--- config.mk ---
export PLATFORM = sky130hd
export DESIGN_NAME = imem_loader_flat
export DESIGN_NICKNAME = d
export VERILOG_FILES = /design/src/rtl/imem_loader_if.sv /design/src/rtl/imem_loader.sv /design/src/flat_wrapper.sv
export SDC_FILE = /design/constraint.sdc
export NUM_CORES = 1
export LEC_CHECK = 0
export BUFFER_PORTS_ARGS = -buffer_cell sky130_fd_sc_hd__buf_2
export CORE_MARGIN = 3
export CORE_UTILIZATION = 50
export DETAILED_ROUTE_END_ITERATION = 6
export PLACE_DENSITY_LB_ADDON = 0.12
export SETUP_SLACK_MARGIN = 0.3
export SYNTH_ARGS = -nofsm -noshare
export SYNTH_HDL_FRONTEND = slang
export SYNTH_SLANG_ARGS = --single-unit
export TNS_END_PERCENT = 50
--- constraint.sdc ---
create_clock -name clk -period 2.25 [get_ports clk]
set_clock_uncertainty 0.15 [all_clocks]
set_input_delay 0.1125 -clock clk [delete_from_list [all_inputs] [get_ports clk]]
set_output_delay 0.1125 -clock clk [all_outputs]
set_load 0.005 [all_outputs]
--- src/rtl/imem_loader_if.sv ---
// Byte-stream input and instruction-memory write port of the program loader.
// The loader is the slave side; the host link / observer is the master side.
interface imem_loader_if #(
  parameter int ADDR_W = 10
);
  logic [7:0]        rx_data;
  logic              rx_valid;
  logic              rx_ready;
  logic              mem_we;
  logic [ADDR_W-1:0] mem_addr;
  logic [15:0]       mem_wdata;
  logic              cpu_hold;
  logic              done;
  logic              err;

  modport master (
    output rx_data, rx_valid,
    input  rx_ready, mem_we, mem_addr, mem_wdata, cpu_hold, done, err
  );

  modport slave (
    input  rx_data, rx_valid,
    output rx_ready, mem_we, mem_addr, mem_wdata, cpu_hold, done, err
  );
endinterface

--- src/rtl/imem_loader.sv ---
// Framed byte-stream program loader: reassembles 16-bit words from a byte link
// and writes them sequentially into the instruction memory, holding the CPU meanwhile.
module imem_loader #(
  parameter int         ADDR_W    = 10,
  parameter logic [7:0] SYNC_BYTE = 8'hA5
) (
  input logic          clk,
  input logic          rst_n,
  imem_loader_if.slave bus
);

  localparam int                HI_W = ADDR_W - 8;
  localparam logic [ADDR_W-1:0] ONE  = ADDR_W'(1);

  typedef enum logic [3:0] {
    IDLE,
    AHI,
    ALO,
    CHI,
    CLO,
    DHI,
    DLO,
    WRITE,
    CHK
  } state_t;

  state_t            state;
  state_t            state_nxt;
  logic              ready_c;
  logic              accept;
  logic [HI_W-1:0]   addr_hi;
  logic [7:0]        addr_lo;
  logic [HI_W-1:0]   cnt_hi;
  logic [ADDR_W-1:0] hdr_cnt;
  logic [ADDR_W-1:0] remaining;
  logic [ADDR_W-1:0] mem_addr_q;
  logic [15:0]       wdata_q;
  logic [7:0]        hi_byte;
  logic [7:0]        checksum;
  logic              we_q;
  logic              hold_q;
  logic              done_q;
  logic              err_q;

  assign accept  = bus.rx_valid && ready_c;
  assign hdr_cnt = {cnt_hi, bus.rx_data};

  always_ff @(posedge clk or negedge rst_n) begin
    if (!rst_n) begin
      state <= IDLE;
    end else begin
      state <= state_nxt;
    end
  end

  // Every state except WRITE waits for an accepted byte; WRITE always lasts one cycle.
  always_comb begin
    state_nxt = state;
    case (state)
      IDLE:    if (accept && (bus.rx_data == SYNC_BYTE)) state_nxt = AHI;
      AHI:     if (accept) state_nxt = ALO;
      ALO:     if (accept) state_nxt = CHI;
      CHI:     if (accept) state_nxt = CLO;
      CLO:     if (accept) state_nxt = (hdr_cnt == '0) ? CHK : DHI;
      DHI:     if (accept) state_nxt = DLO;
      DLO:     if (accept) state_nxt = WRITE;
      WRITE:   state_nxt = (remaining == ONE) ? CHK : DHI;
      CHK:     if (accept) state_nxt = IDLE;
      default: state_nxt = IDLE;
    endcase
  end

  always_comb begin
    ready_c = (state != WRITE);
  end

  always_ff @(posedge clk or negedge rst_n) begin
    if (!rst_n) begin
      addr_hi <= '0;
      addr_lo <= '0;
      cnt_hi  <= '0;
    end else if (accept) begin
      case (state)
        AHI:     addr_hi <= bus.rx_data[HI_W-1:0];
        ALO:     addr_lo <= bus.rx_data;
        CHI:     cnt_hi  <= bus.rx_data[HI_W-1:0];
        default: ;
      endcase
    end
  end

  // remaining counts the words still to be written, including the one in WRITE.
  always_ff @(posedge clk or negedge rst_n) begin
    if (!rst_n) begin
      mem_addr_q <= '0;
      remaining  <= '0;
    end else if (state == WRITE) begin
      mem_addr_q <= mem_addr_q + ONE;
      remaining  <= remaining - ONE;
    end else if (accept && (state == CLO)) begin
      mem_addr_q <= {addr_hi, addr_lo};
      remaining  <= hdr_cnt;
    end
  end

  always_ff @(posedge clk or negedge rst_n) begin
    if (!rst_n) begin
      hi_byte  <= '0;
      wdata_q  <= '0;
      checksum <= '0;
    end else if (accept) begin
      case (state)
        IDLE: if (bus.rx_data == SYNC_BYTE) checksum <= '0;
        DHI: begin
          hi_byte  <= bus.rx_data;
          checksum <= checksum ^ bus.rx_data;
        end
        DLO: begin
          wdata_q  <= {hi_byte, bus.rx_data};
          checksum <= checksum ^ bus.rx_data;
        end
        default: ;
      endcase
    end
  end

  // Status flags are registered so that done/err line up with cpu_hold dropping.
  always_ff @(posedge clk or negedge rst_n) begin
    if (!rst_n) begin
      we_q   <= 1'b0;
      hold_q <= 1'b0;
      done_q <= 1'b0;
      err_q  <= 1'b0;
    end else begin
      we_q   <= (state_nxt == WRITE);
      done_q <= 1'b0;
      err_q  <= 1'b0;
      if (accept && (state == IDLE) && (bus.rx_data == SYNC_BYTE)) begin
        hold_q <= 1'b1;
      end else if (accept && (state == CHK)) begin
        hold_q <= 1'b0;
        done_q <= (bus.rx_data == checksum);
        err_q  <= (bus.rx_data != checksum);
      end
    end
  end

  assign bus.rx_ready  = ready_c;
  assign bus.mem_we    = we_q;
  assign bus.mem_addr  = mem_addr_q;
  assign bus.mem_wdata = wdata_q;
  assign bus.cpu_hold  = hold_q;
  assign bus.done      = done_q;
  assign bus.err       = err_q;

endmodule

--- src/flat_wrapper.sv ---
// flat-port wrapper written by rule: the top's interface ports become plain ports
module imem_loader_flat 
#(
  parameter int         ADDR_W    = 10,
  parameter logic [7:0] SYNC_BYTE = 8'hA5
)
  (clk, rst_n, bus_rx_data, bus_rx_valid, bus_rx_ready, bus_mem_we, bus_mem_addr, bus_mem_wdata, bus_cpu_hold, bus_done, bus_err);
  imem_loader_if #(.ADDR_W(ADDR_W)) bus_i ();
  input logic clk;
  input logic rst_n;
  input wire logic [$bits(bus_i.rx_data)-1:0] bus_rx_data;
  input wire logic [$bits(bus_i.rx_valid)-1:0] bus_rx_valid;
  output wire logic [$bits(bus_i.rx_ready)-1:0] bus_rx_ready;
  output wire logic [$bits(bus_i.mem_we)-1:0] bus_mem_we;
  output wire logic [$bits(bus_i.mem_addr)-1:0] bus_mem_addr;
  output wire logic [$bits(bus_i.mem_wdata)-1:0] bus_mem_wdata;
  output wire logic [$bits(bus_i.cpu_hold)-1:0] bus_cpu_hold;
  output wire logic [$bits(bus_i.done)-1:0] bus_done;
  output wire logic [$bits(bus_i.err)-1:0] bus_err;
  assign bus_i.rx_data = bus_rx_data;
  assign bus_i.rx_valid = bus_rx_valid;
  assign bus_rx_ready = bus_i.rx_ready;
  assign bus_mem_we = bus_i.mem_we;
  assign bus_mem_addr = bus_i.mem_addr;
  assign bus_mem_wdata = bus_i.mem_wdata;
  assign bus_cpu_hold = bus_i.cpu_hold;
  assign bus_done = bus_i.done;
  assign bus_err = bus_i.err;
  imem_loader #(.ADDR_W(ADDR_W), .SYNC_BYTE(SYNC_BYTE)) u_core (.clk(clk), .rst_n(rst_n), .bus(bus_i));
endmodule
* Word level (Yosys, flattened, before mapping)
Cells that the tools add are included. W data, S select, Z words.
Storage, ports and cells: word-level logic and storage cells 72, input port bits 11, output and inout port bits 31, register bits after elaboration 72
Operators by class: bitwise logic cells 1, $add $sub $neg 2, equal/unequal tests 15, reductions and logical operators 18, mux-type cells 23
Operators with widths (count):
- $mux W10 | 4
- $mux W4 | 10
- $pmux W4 S9 | 1
- $eq A4 B3 Y1 const B | 5
- $pmux W8 S2 | 1
- $add A10 B1 Y10 const B | 1
- $eq A10 B1 Y1 const B | 1
- $logic_not A10 Y1 | 1
- $reduce_and A2 Y1 | 5
- $sub A10 B1 Y10 const B | 1
- $eq A4 B2 Y1 const B | 2
- $eq A8 B8 Y1 | 1
- $eq A8 B8 Y1 const B | 1
- $mux W8 | 1
- $ne A8 B8 Y1 | 1
- $xor A8 B8 Y8 | 1
- $logic_and A1 B1 Y1 | 6
- $mux W1 | 6
- $reduce_bool A2 Y1 | 3
- $eq A4 B1 Y1 const B | 1
- $eq A4 B4 Y1 const B | 1
- $logic_not A4 Y1 | 1
- $ne A4 B3 Y1 const B | 1
- $reduce_and A3 Y1 | 1
- other kinds (2) | 2

* Depth between registers and ports, before layout
word-level depth 6, mapped depth 7, depth with buffers taken out 6

* Least setup slack after synthesis
OpenSTA, ideal clock, no wires.
kind register to register, start register u_core.state[1], end register u_core.remaining[3], setup time 0.094 ns, buffers on the path 2, data arrival time 1.848 ns, slack 0.159 ns, data required time 2.006 ns, stages on the path, launching flop included 7, period minus slack after synthesis 2.091 ns, path through dfrtp_1 > clkbuf_1 > or3b_2 > nor2_1 > buf_2 > nor3_1 > a211oi_1
On the way: cells in the longest elaborated chain, start to end 4, elaborated cells between the ends (all ways) 7, classes of those cells eq/ne (3); mux (1); reduce/logical (3)
Ends and longest elaborated chain:
- start: declaration | RTL line imem_loader.sv:27 | state_t state;
- start signal: assignment | RTL line imem_loader.sv:52 | state <= state_nxt;
- $ne A4 B3 Y1 | RTL line imem_loader.sv:74 | ready_c = (state != WRITE);
- $logic_and A1 B1 Y1 | RTL line imem_loader.sv:45 | assign accept = bus.rx_valid && ready_c;
- $logic_and A1 B1 Y1 | RTL line imem_loader.sv:100 | end else if (accept && (state == CLO)) begin
- $reduce_bool A2 Y1 (no line)
- end signal: assignment | RTL line imem_loader.sv:99 | remaining <= remaining - ONE;
- end signal: assignment | RTL line imem_loader.sv:102 | remaining <= hdr_cnt;
- end: declaration | RTL line imem_loader.sv:35 | logic [ADDR_W-1:0] remaining;
Several ways; a longest one is shown, not always the timed one. A chain may end at the register's enable or synchronous reset.

* Final worst setup path
start register u_core.state[3], end register u_core.checksum[5]
On the way: cells in the longest elaborated chain, start to end 4, elaborated cells between the ends (all ways) 10, classes of those cells eq/ne (4); mux (1); reduce/logical (5)
Ends and longest elaborated chain:
- $eq A4 B3 Y1 | RTL line imem_loader.sv:112 | case (state)
- $reduce_or A2 Y1 (no line)
- $reduce_bool A2 Y1 (no line)
- $reduce_and A3 Y1 (no line)
- end signal: assignment | RTL line imem_loader.sv:116 | checksum <= checksum ^ bus.rx_data;
- end signal: assignment | RTL line imem_loader.sv:120 | checksum <= checksum ^ bus.rx_data;
- end: declaration | RTL line imem_loader.sv:39 | logic [7:0] checksum;
Several ways; a longest one is shown, not always the timed one.

==> metrics <==
CP Class=reg2reg; top cell type's share of synthesized area=52.5%; Worst-Margin Slew=615 ps; Worst-path clk slew=80 ps; highest routed layer=met4; dpl cell area=around 0.0038 mm^2; WL final=8880 um; synth-to-layout area growth=25.7%; Tmin final=2070 ps; synth warn=0; Final setup viols=0; fin nets=400; Multi-input gate area=0.00162 mm^2; number of flops mapped to enable cells by yosys=0; Mapped Nets=320; Worst EP required=2340 ps; WP data arrival=roughly 2200 ps; Slew Limit Headroom=roughly 60%; Syn Std Cell Area=0.00343 mm^2; fraction of registers with async set/reset=100%; critical path's largest stage delay=around 420 ps; number of routed nets with antenna violations=0; Clock Tree Root=clkbuf_8; highest clock rate=between 0.4 and 0.5 GHz; met1 wire length=3940 um; critical path endpoint category=flop; die area=0.00790 mm^2; Starting Density=52.9%; largest cells by area after synthesis=dfrtp_1 (52%), mux2_2 (12%), a221o_1 (3.2%); I/O Buffers=between 40 and 50; post-synth top area cell=dfrtp_1; Placer Congestion=0.885; unrepaired setup endpoints after global routing=yes; clock sink total=72; worst hold path type=in2reg; status=finished, final reports clean; CTS tree=yes; Seq cells post-synth=around 70; commonest non-fill, non-tap cell in the layout=dfrtp_1; crit-path max FO=8; CTS Buf Count=9; io pins=42; Min Hold Slack=between 40 and 50 ps; crit share post-route=92.0%; # DRC=0; vias in the first global route=about 2700; Cell variety after synth=50; Leakage=between 1.5 and 2 nW; largest net degree at the start of global routing=50; CP cell instances=buf_4 -> nand2b_4 -> or4_4 -> o31a_1 -> buf_6 -> a221o_1; GRT overflow=0; Max IR drop VDD=718 uV; Worst path slowest cell=or4_4; fin. max-slew vios=0; n_diodes=0; gr usage total=24.1%; fraction of layout instances using a drive strength above 1=39.9%; first-pass iteration count of the detailed router=4; pwr/cell area=1340 mW/mm^2; syn_area_per_cell=between 10 and 15 um^2; Top FF cell, synth=dfrtp_1; max_cap viols=0; Rows=29; cell area after layout=0.00432 mm^2; setup TNS=0 ps; final hold vios=0; DR vias=2809; CORE AREA=0.00649 mm^2; # H-tree levels=3; met3 WL=~650 um; Die Y=88.9 um; Register Area=0.00180 mm^2; CTS Buffer Depth=2; global-route wire length before repair=14200 um; met2 WL=slightly above 4000 um; Cells after Synth=306; sequential-to-total area share from yosys stat=between 50 and 60%; most frequent cells in the layout=dfrtp_1 (70), buf_2 (40), buf_4 (38), mux2_2 (36), nand2_1 (20); Buf/Inv on CP=2; Die Span X=88.9 um; initial antenna violation count=0; Worst Setup Start Kind=flop; Filler Cell Count=just under 500; Avg WL per Cell=19.0 um; Crit path max-delay family=simple AND/OR/NAND/NOR gates; Clock Latency Late Sink=360 ps; vias per inst=between 6 and 7; dpl hpwl=between 5000 and 6000 um; Iter 0 DRT Violations=236
[per-stage QoR]
stage	total power, mW	cells	setup WS [ps]	utilization, %
floorplan	3.66	306	207	-
global placement	4.35	430	92.1	59.2
detailed placement	4.43	430	74.8	59.2
CTS	5.54	455	234	63.7
global route	6.17	468	133	66.5
finish	5.77	468	179	66.5
[registers in the layout, indices dropped and copies added (netlist names), 2 cells and up]
signal and cells:
u_core.cnt_hi 2, u_core.remaining 10, u_core.state 4, u_core.addr_lo 8, u_core.checksum 8, u_core.addr_hi 2, u_core.bus.mem_addr 10, u_core.hi_byte 8
u_core.bus.mem_wdata 16
[worst paths after layout]
path	start	end	slack [ps]	cells after the start
max in group asynchronous	rst_n	u_core.state[0]	1240	3
max reg2reg	u_core.state[3]	u_core.checksum[5]	180	6
min reg2reg	u_core.bus.cpu_hold	u_core.bus.cpu_hold	340	1
max	u_core.state[3]	u_core.checksum[5]	180	6
min in group asynchronous	rst_n	u_core.remaining[6]	120	3
min	bus_rx_data[3]	u_core.bus.mem_wdata[3]	50	3
[layer usage]
metal	GRT usage, %	up-vias
met3	6.42	14
met2	35.2	100
met1	34.7	1393
met4	8.38	0
li1	-	1302
met5	0	-
[power breakdown]
group | internal (mW) | switching (mW) | total (mW) | leakage, nW
clock network | 0.511 | 0.513 | 1.02 | 0.0952
logic | 1.25 | 1.11 | 2.36 | 0.967
registers | 1.89 | 0.489 | 2.38 | 0.875
[synthesized netlist by cell type, drive strengths merged, types with 2 or more instances]
cell / instances
dfrtp: 72
mux2: 36
nand2: 20
nor2: 19
a221o: 11
clkbuf: 11
nand3: 11
nor2b: 11
nor3b: 10
o21ai: 10
a21oi: 8
xor2: 8
nor3: 7
inv: 6
buf: 5
nor4: 5
a211oi: 4
nand4: 4
or4: 4
and3: 3
and4: 3
ha: 3
nand2b: 3
o22ai: 3
a22oi: 2
a311oi: 2
a31oi: 2
nand3b: 2
o21a: 2
o22a: 2
[worst reg2reg max path, delay by kind of cell (launching register included)]
kind	cells	cell delay [ps]
AO/OA/AOI/OAI	2	550
AND/OR/NAND/NOR	2	560
buffers and inverters	2	290
flip-flops	1	400
[repair_timing]
item / 4_1_cts / 5_1_grt
endpoints found under the hold margin: 72 / 0
setup endpoints to repair: 21 / 38
pin swaps: 4 / 8
resized for setup: 7 / 20
setup buffers: 8 / 13
hold buffers: 1 / 0
[area by class of cell]
class,count,area share [%]
timing repair buffer,85,13.2
clock inverter,7,1.68
multi-input combinational,212,37.6
sequential,72,41.8
inverter,6,0.609
clock buffer,9,2.87
tap,77,2.23
[cell families after synthesis]
family / after synthesis / share of synthesized area [%]
and+or+nand+nor: 107 / 17.2
DFF: 72 / 52.5
AOI/OAI and AO/OA: 57 / 12.4
muxes: 36 / 11.8
buffers and inverters: 22 / 2.73
xor gates and xnor gates: 9 / 2.30
adders and majority gates: 3 / 1.09
Note: power is estimated with default switching activity, not from simulation.
